$ cat config.mk
export PLATFORM = sky130hd
export DESIGN_NAME = sample_sender
export DESIGN_NICKNAME = d
export VERILOG_FILES = /design/src/rtl/avg_pkg.sv /design/src/rtl/sample_fifo.sv /design/src/rtl/sample_sender.sv
export SDC_FILE = /design/constraint.sdc
export NUM_CORES = 1
export LEC_CHECK = 0
export CORE_MARGIN = 2
export CORE_UTILIZATION = 50
export CTS_CLUSTER_SIZE = 12
export DETAILED_ROUTE_END_ITERATION = 10
export GPL_ROUTABILITY_DRIVEN = 0
export PLACE_DENSITY_LB_ADDON = 0.08
export SYNTH_ARGS = -nofsm -noshare
export SYNTH_HDL_FRONTEND = slang
export SYNTH_SLANG_ARGS = --single-unit
$ cat constraint.sdc
create_clock -name clk -period 3.85 [get_ports clk]
set_clock_uncertainty 0.05 [all_clocks]
set_input_delay 0.77 -clock clk [delete_from_list [all_inputs] [get_ports clk]]
set_output_delay 0.77 -clock clk [all_outputs]
set_load 0.01 [all_outputs]
$ cat src/rtl/avg_pkg.sv
// Shared types for the sample producer that feeds the four-sample averager.
package avg_pkg;
    localparam int SAMPLE_W = 16;

    typedef enum logic [1:0] {IDLE, PRESENT, BUSY, GAP} snd_state_t;
endpackage

$ cat src/rtl/sample_fifo.sv
// Small sample FIFO with registered full/empty and a combinational head read.
module sample_fifo
    import avg_pkg::*;
#(
    parameter int DEPTH = 4,
    parameter int W     = SAMPLE_W
) (
    input  logic         clk,
    input  logic         n_reset,
    input  logic         push,
    input  logic [W-1:0] wdata,
    input  logic         pop,
    output logic [W-1:0] rdata,
    output logic         full,
    output logic         empty,
    output logic         drop
);
    localparam int AW = $clog2(DEPTH);

    logic [W-1:0] mem_q [DEPTH];
    logic [AW:0]  wptr_q, wptr_d, rptr_q, rptr_d;
    logic         full_q, full_d, empty_q, empty_d, drop_q, drop_d;
    logic         wr_en, rd_en;

    // A pop in the same cycle frees a slot, so a push into a full FIFO is still taken.
    always_comb begin
        rd_en   = pop && !empty_q;
        wr_en   = push && (!full_q || rd_en);
        wptr_d  = wptr_q + (AW+1)'(wr_en);
        rptr_d  = rptr_q + (AW+1)'(rd_en);
        empty_d = (wptr_d == rptr_d);
        full_d  = (wptr_d[AW] != rptr_d[AW]) && (wptr_d[AW-1:0] == rptr_d[AW-1:0]);
        drop_d  = push && !wr_en;
    end

    always_ff @(posedge clk or negedge n_reset) begin
        if (!n_reset) begin
            wptr_q  <= '0;
            rptr_q  <= '0;
            full_q  <= 1'b0;
            empty_q <= 1'b1;
            drop_q  <= 1'b0;
        end else begin
            wptr_q  <= wptr_d;
            rptr_q  <= rptr_d;
            full_q  <= full_d;
            empty_q <= empty_d;
            drop_q  <= drop_d;
        end
    end

    always_ff @(posedge clk) begin
        if (wr_en) mem_q[wptr_q[AW-1:0]] <= wdata;
    end

    assign rdata = mem_q[rptr_q[AW-1:0]];
    assign full  = full_q;
    assign empty = empty_q;
    assign drop  = drop_q;
endmodule

$ cat src/rtl/sample_sender.sv
// Presents buffered samples to the averager one at a time, paced by its modwait handshake.
module sample_sender
    import avg_pkg::*;
#(
    parameter int DEPTH   = 4,
    parameter int TIMEOUT = 16
) (
    input  logic                clk,
    input  logic                n_reset,
    input  logic                push,
    input  logic [SAMPLE_W-1:0] push_data,
    output logic                full,
    output logic                empty,
    output logic                drop,
    output logic [SAMPLE_W-1:0] sample_data,
    output logic                data_ready,
    input  logic                modwait,
    input  logic                err,
    output logic [15:0]         sent_count,
    output logic                timeout,
    output logic                err_seen
);
    localparam int TW = $clog2(TIMEOUT + 1);

    snd_state_t          state_q, state_d;
    logic [TW-1:0]       timer_q, timer_d;
    logic [SAMPLE_W-1:0] sample_q, sample_d, head;
    logic [15:0]         sent_q, sent_d;
    logic                timeout_q, timeout_d, err_seen_q, err_seen_d;
    logic                mw_q, pop;

    sample_fifo #(.DEPTH(DEPTH), .W(SAMPLE_W)) u_fifo (
        .clk     (clk),
        .n_reset (n_reset),
        .push    (push),
        .wdata   (push_data),
        .pop     (pop),
        .rdata   (head),
        .full    (full),
        .empty   (empty),
        .drop    (drop)
    );

    always_comb begin
        state_d    = state_q;
        timer_d    = timer_q;
        sample_d   = sample_q;
        sent_d     = sent_q;
        timeout_d  = timeout_q;
        err_seen_d = err_seen_q | err;
        pop        = 1'b0;
        case (state_q)
            IDLE: begin
                // Never hand a sample to an averager that is still busy.
                if (!empty && !modwait) begin
                    pop      = 1'b1;
                    sample_d = head;
                    timer_d  = '0;
                    state_d  = PRESENT;
                end
            end
            PRESENT: begin
                timer_d = timer_q + 1'b1;
                if (modwait) begin
                    state_d = BUSY;
                end else if (timer_q == TW'(TIMEOUT - 1)) begin
                    timeout_d = 1'b1;
                    state_d   = GAP;
                end
            end
            BUSY: begin
                if (mw_q && !modwait) begin
                    sent_d  = sent_q + 16'd1;
                    state_d = GAP;
                end
            end
            GAP:     state_d = IDLE;
            default: state_d = IDLE;
        endcase
    end

    always_ff @(posedge clk or negedge n_reset) begin
        if (!n_reset) begin
            state_q    <= IDLE;
            timer_q    <= '0;
            sample_q   <= '0;
            sent_q     <= '0;
            timeout_q  <= 1'b0;
            err_seen_q <= 1'b0;
            mw_q       <= 1'b0;
        end else begin
            state_q    <= state_d;
            timer_q    <= timer_d;
            sample_q   <= sample_d;
            sent_q     <= sent_d;
            timeout_q  <= timeout_d;
            err_seen_q <= err_seen_d;
            mw_q       <= modwait;
        end
    end

    assign data_ready  = (state_q == PRESENT);
    assign sample_data = sample_q;
    assign sent_count  = sent_q;
    assign timeout     = timeout_q;
    assign err_seen    = err_seen_q;
endmodule

==> impl_metrics.yaml <==
global_route:
  overflow: 0
  grt_start_max_net_pins: 34
  antenna_found_initial: 0
  grt_use_total_pct: 17.6
  grt_first_pass_wirelength_mm: 13.1
  grt_pass1_vias: 2615
clock_tree:
  clock_latency_ps: 510
  cts.sinks: 115
  ctsResizeCount: 0
  cts.path.max_buffers: 2
  numCtsBuffers: 17
  tritoncts: "yes"
  root_buffer: "clkbuf_8"
  post_cts_buffers: 0
  clkTransAtPathRegs_ps: 60
  hold_buffers: 0
  cts-htree-levels: 4
finish:
  final_common_cell: "edfxtp_1"
  fin_util_pct: 65.1
  layout_common_cells: "edfxtp_1, nand2_1, clkdlybuf4s50_1"
  syn2layout_area_growth_pct: 28.1
  insertedDiodeCount: 0
  fill_cells: 681
  drive_above_1_share_pct: 17.3
  nets: 413
logic_synthesis:
  synth_area_leaders: "edfxtp_1, dfrtp_1, mux4_2"
  seq_area_frac_synth_pct: 69.1
  synth_top_area_share_pct: 41.5
  synth-seq-cells: 115
  synthCells: 308
  synth_edf_count: 64
  yosysWarningCount: 0
  synth_top_family_by_area: "simple AND/OR/NAND/NOR gates"
  synth-simple-area-share_pct: 10.9
  synth_xor_area_share_pct: 4.14
  yosysUniqueCellTypes: 44
  yosysTopAreaCell: "edfxtp_1"
  synth_compound_area_share_pct: 2.43
  ys.flop_type: "edfxtp_1"
  synth_fa_ha_area_share_pct: 2.97
  synthMuxAreaShare_pct: 8.46
  post_synth.cell_area_avg_um2: 15.0
  async_flop_share_pct: 44.3
  synth_fp_nets: 340
  netlist_area_um2: 4630
detailed_routing:
  drt_first_pass_iters: 6
  routed_wl_mm: 7.99
  drtAntennaViolNets: 0
  drtIter0Drc: 63
  via_count: 2623
  drc: 0
  viasPerCell: 5.19
  avgRoutedWirePerCell_um: 15.8
worst_setup_path:
  critPathLaunchType: "register"
  end_kind: "output pin"
  crit_arrival_ps: 2140
  required_ps: 3030
  worstPathMaxFanout: 16
  critPathKind: "register to output pin"
placed_design:
  dpl.hpwl_mm: 5.21
  post-place-ws_ps: 483
  io_buffers: 58
job:
  drv_cap: 0
worst_hold_path:
  hp-class: "primary input to async pin"
floorplanning:
  die_h_um: 100
  io_pins: 59
  rows: 35
  dieArea_um2: 10000
  die_width_um: 100
  core_area_um2: 9110
  start_util_pct: 50.8
sta:
  slew_headroom_pct: 46.1
  finalHoldViolCount: 0
  slew_violations: 0
  fin_crit_sh_pct: 76.9
  setup_viol: 0
  setup_slack_ps: 888
  period_needed_ps: 2960
  rsz0062_at_grt: "false"
  fmax_mhz: 338
  max_slew.worst_pin.slew_ps: 809
  finalSetupTns_ps: 0
pwr:
  power.density_nw_per_um2: 768
  vdd.ir_drop.worst_mv: 0.362
  leakage_nw: 2.41
outcome:
  outcome: "finished, final reports clean"
-- area by class of cell --
type	instances	area [um^2]	area share, %
Clock buffer	17	414	6.98
Clock inverter	15	169	2.85
Inverter	11	41.3	0.696
Multi-Input combinational cell	172	1350	22.7
Sequential cell	115	3200	54.0
Tap cell	111	139	2.34
Timing Repair Buffer	64	621	10.5
-- kinds of logic (layout without fill, tap and decap cells) --
group	Yosys count	after routing
buffers and inverters	21	107
and+or+nand+nor	104	104
AOI/OAI and AO/OA	17	17
adders and majority gates	11	11
DFF	115	115
xor gates and xnor gates	21	21
muxes	19	19
-- final timing paths --
path / cells after the start / slack (ps) / end / from
max in group asynchronous: 2 / 2760 / sample_data[15] / n_reset
max: 3 / 890 / data_ready / state_q[1]
min reg2reg: 1 / 410 / err_seen / err_seen
max reg2reg: 9 / 950 / u_fifo.empty / state_q[0]
min in group clk: 1 / 410 / err_seen / err_seen
min: 1 / 260 / timer_q[1] / n_reset
-- through the flow --
step                power, mW  cells  cell area (um^2)  hold WS, ps
floorplan                2.59    308              4630          396
global placement         3.04    473              5350          394
detailed placement       3.08    473              5350          398
CTS                      4.63    505              5930          282
global route             4.83    505              5930          306
finish                   4.56    505              5930          264
-- state kept, by name, indices dropped and copies added, names as in the netlist, 2 cells and up --
register	count
u_fifo.wptr_q	3
timer_q	5
sent_count	16
sample_data	16
u_fifo.mem_q	64
u_fifo.rptr_q	3
state_q	2
-- synth_stat cells, drive strengths merged, types with 6 or more instances --
library cell / count
edfxtp: 64
nand2: 62
dfrtp: 50
mux4: 16
xnor2: 12
ha: 11
inv: 11
nor2: 11
nand3: 9
xor2: 9
buf: 7
o21ai: 6
-- per-layer routing --
| layer | part of all wire, % | GRT usage, % | wire [um] | vias to the layer above |
|---|---|---|---|---|
| li1 | - | - | - | 1252 |
| met1 | 46 | 23.2 | 3650 | 1308 |
| met2 | 50 | 27.1 | 3990 | 59 |
| met3 | 3.8 | 5.92 | 304 | 4 |
| met4 | 0.66 | 7.17 | 53 | 0 |
| met5 | 0 | 0 | 0 | - |
-- worst max-delay path: stages (launching register included) --
cell and delay (ps):
dfrtp_1 390, inv_1 110, ha_1 500, clkdlybuf4s50_1 640
-- power by group --
group | leakage, nW | internal, mW | switching [mW] | total [mW]
Clock | 0.280 | 0.938 | 0.584 | 1.52
Combinational | 0.896 | 0.627 | 0.597 | 1.22
Sequential | 1.23 | 1.62 | 0.187 | 1.81
Total | 2.41 | 3.19 | 1.37 | 4.56
Power figures use the tool's default switching activity.
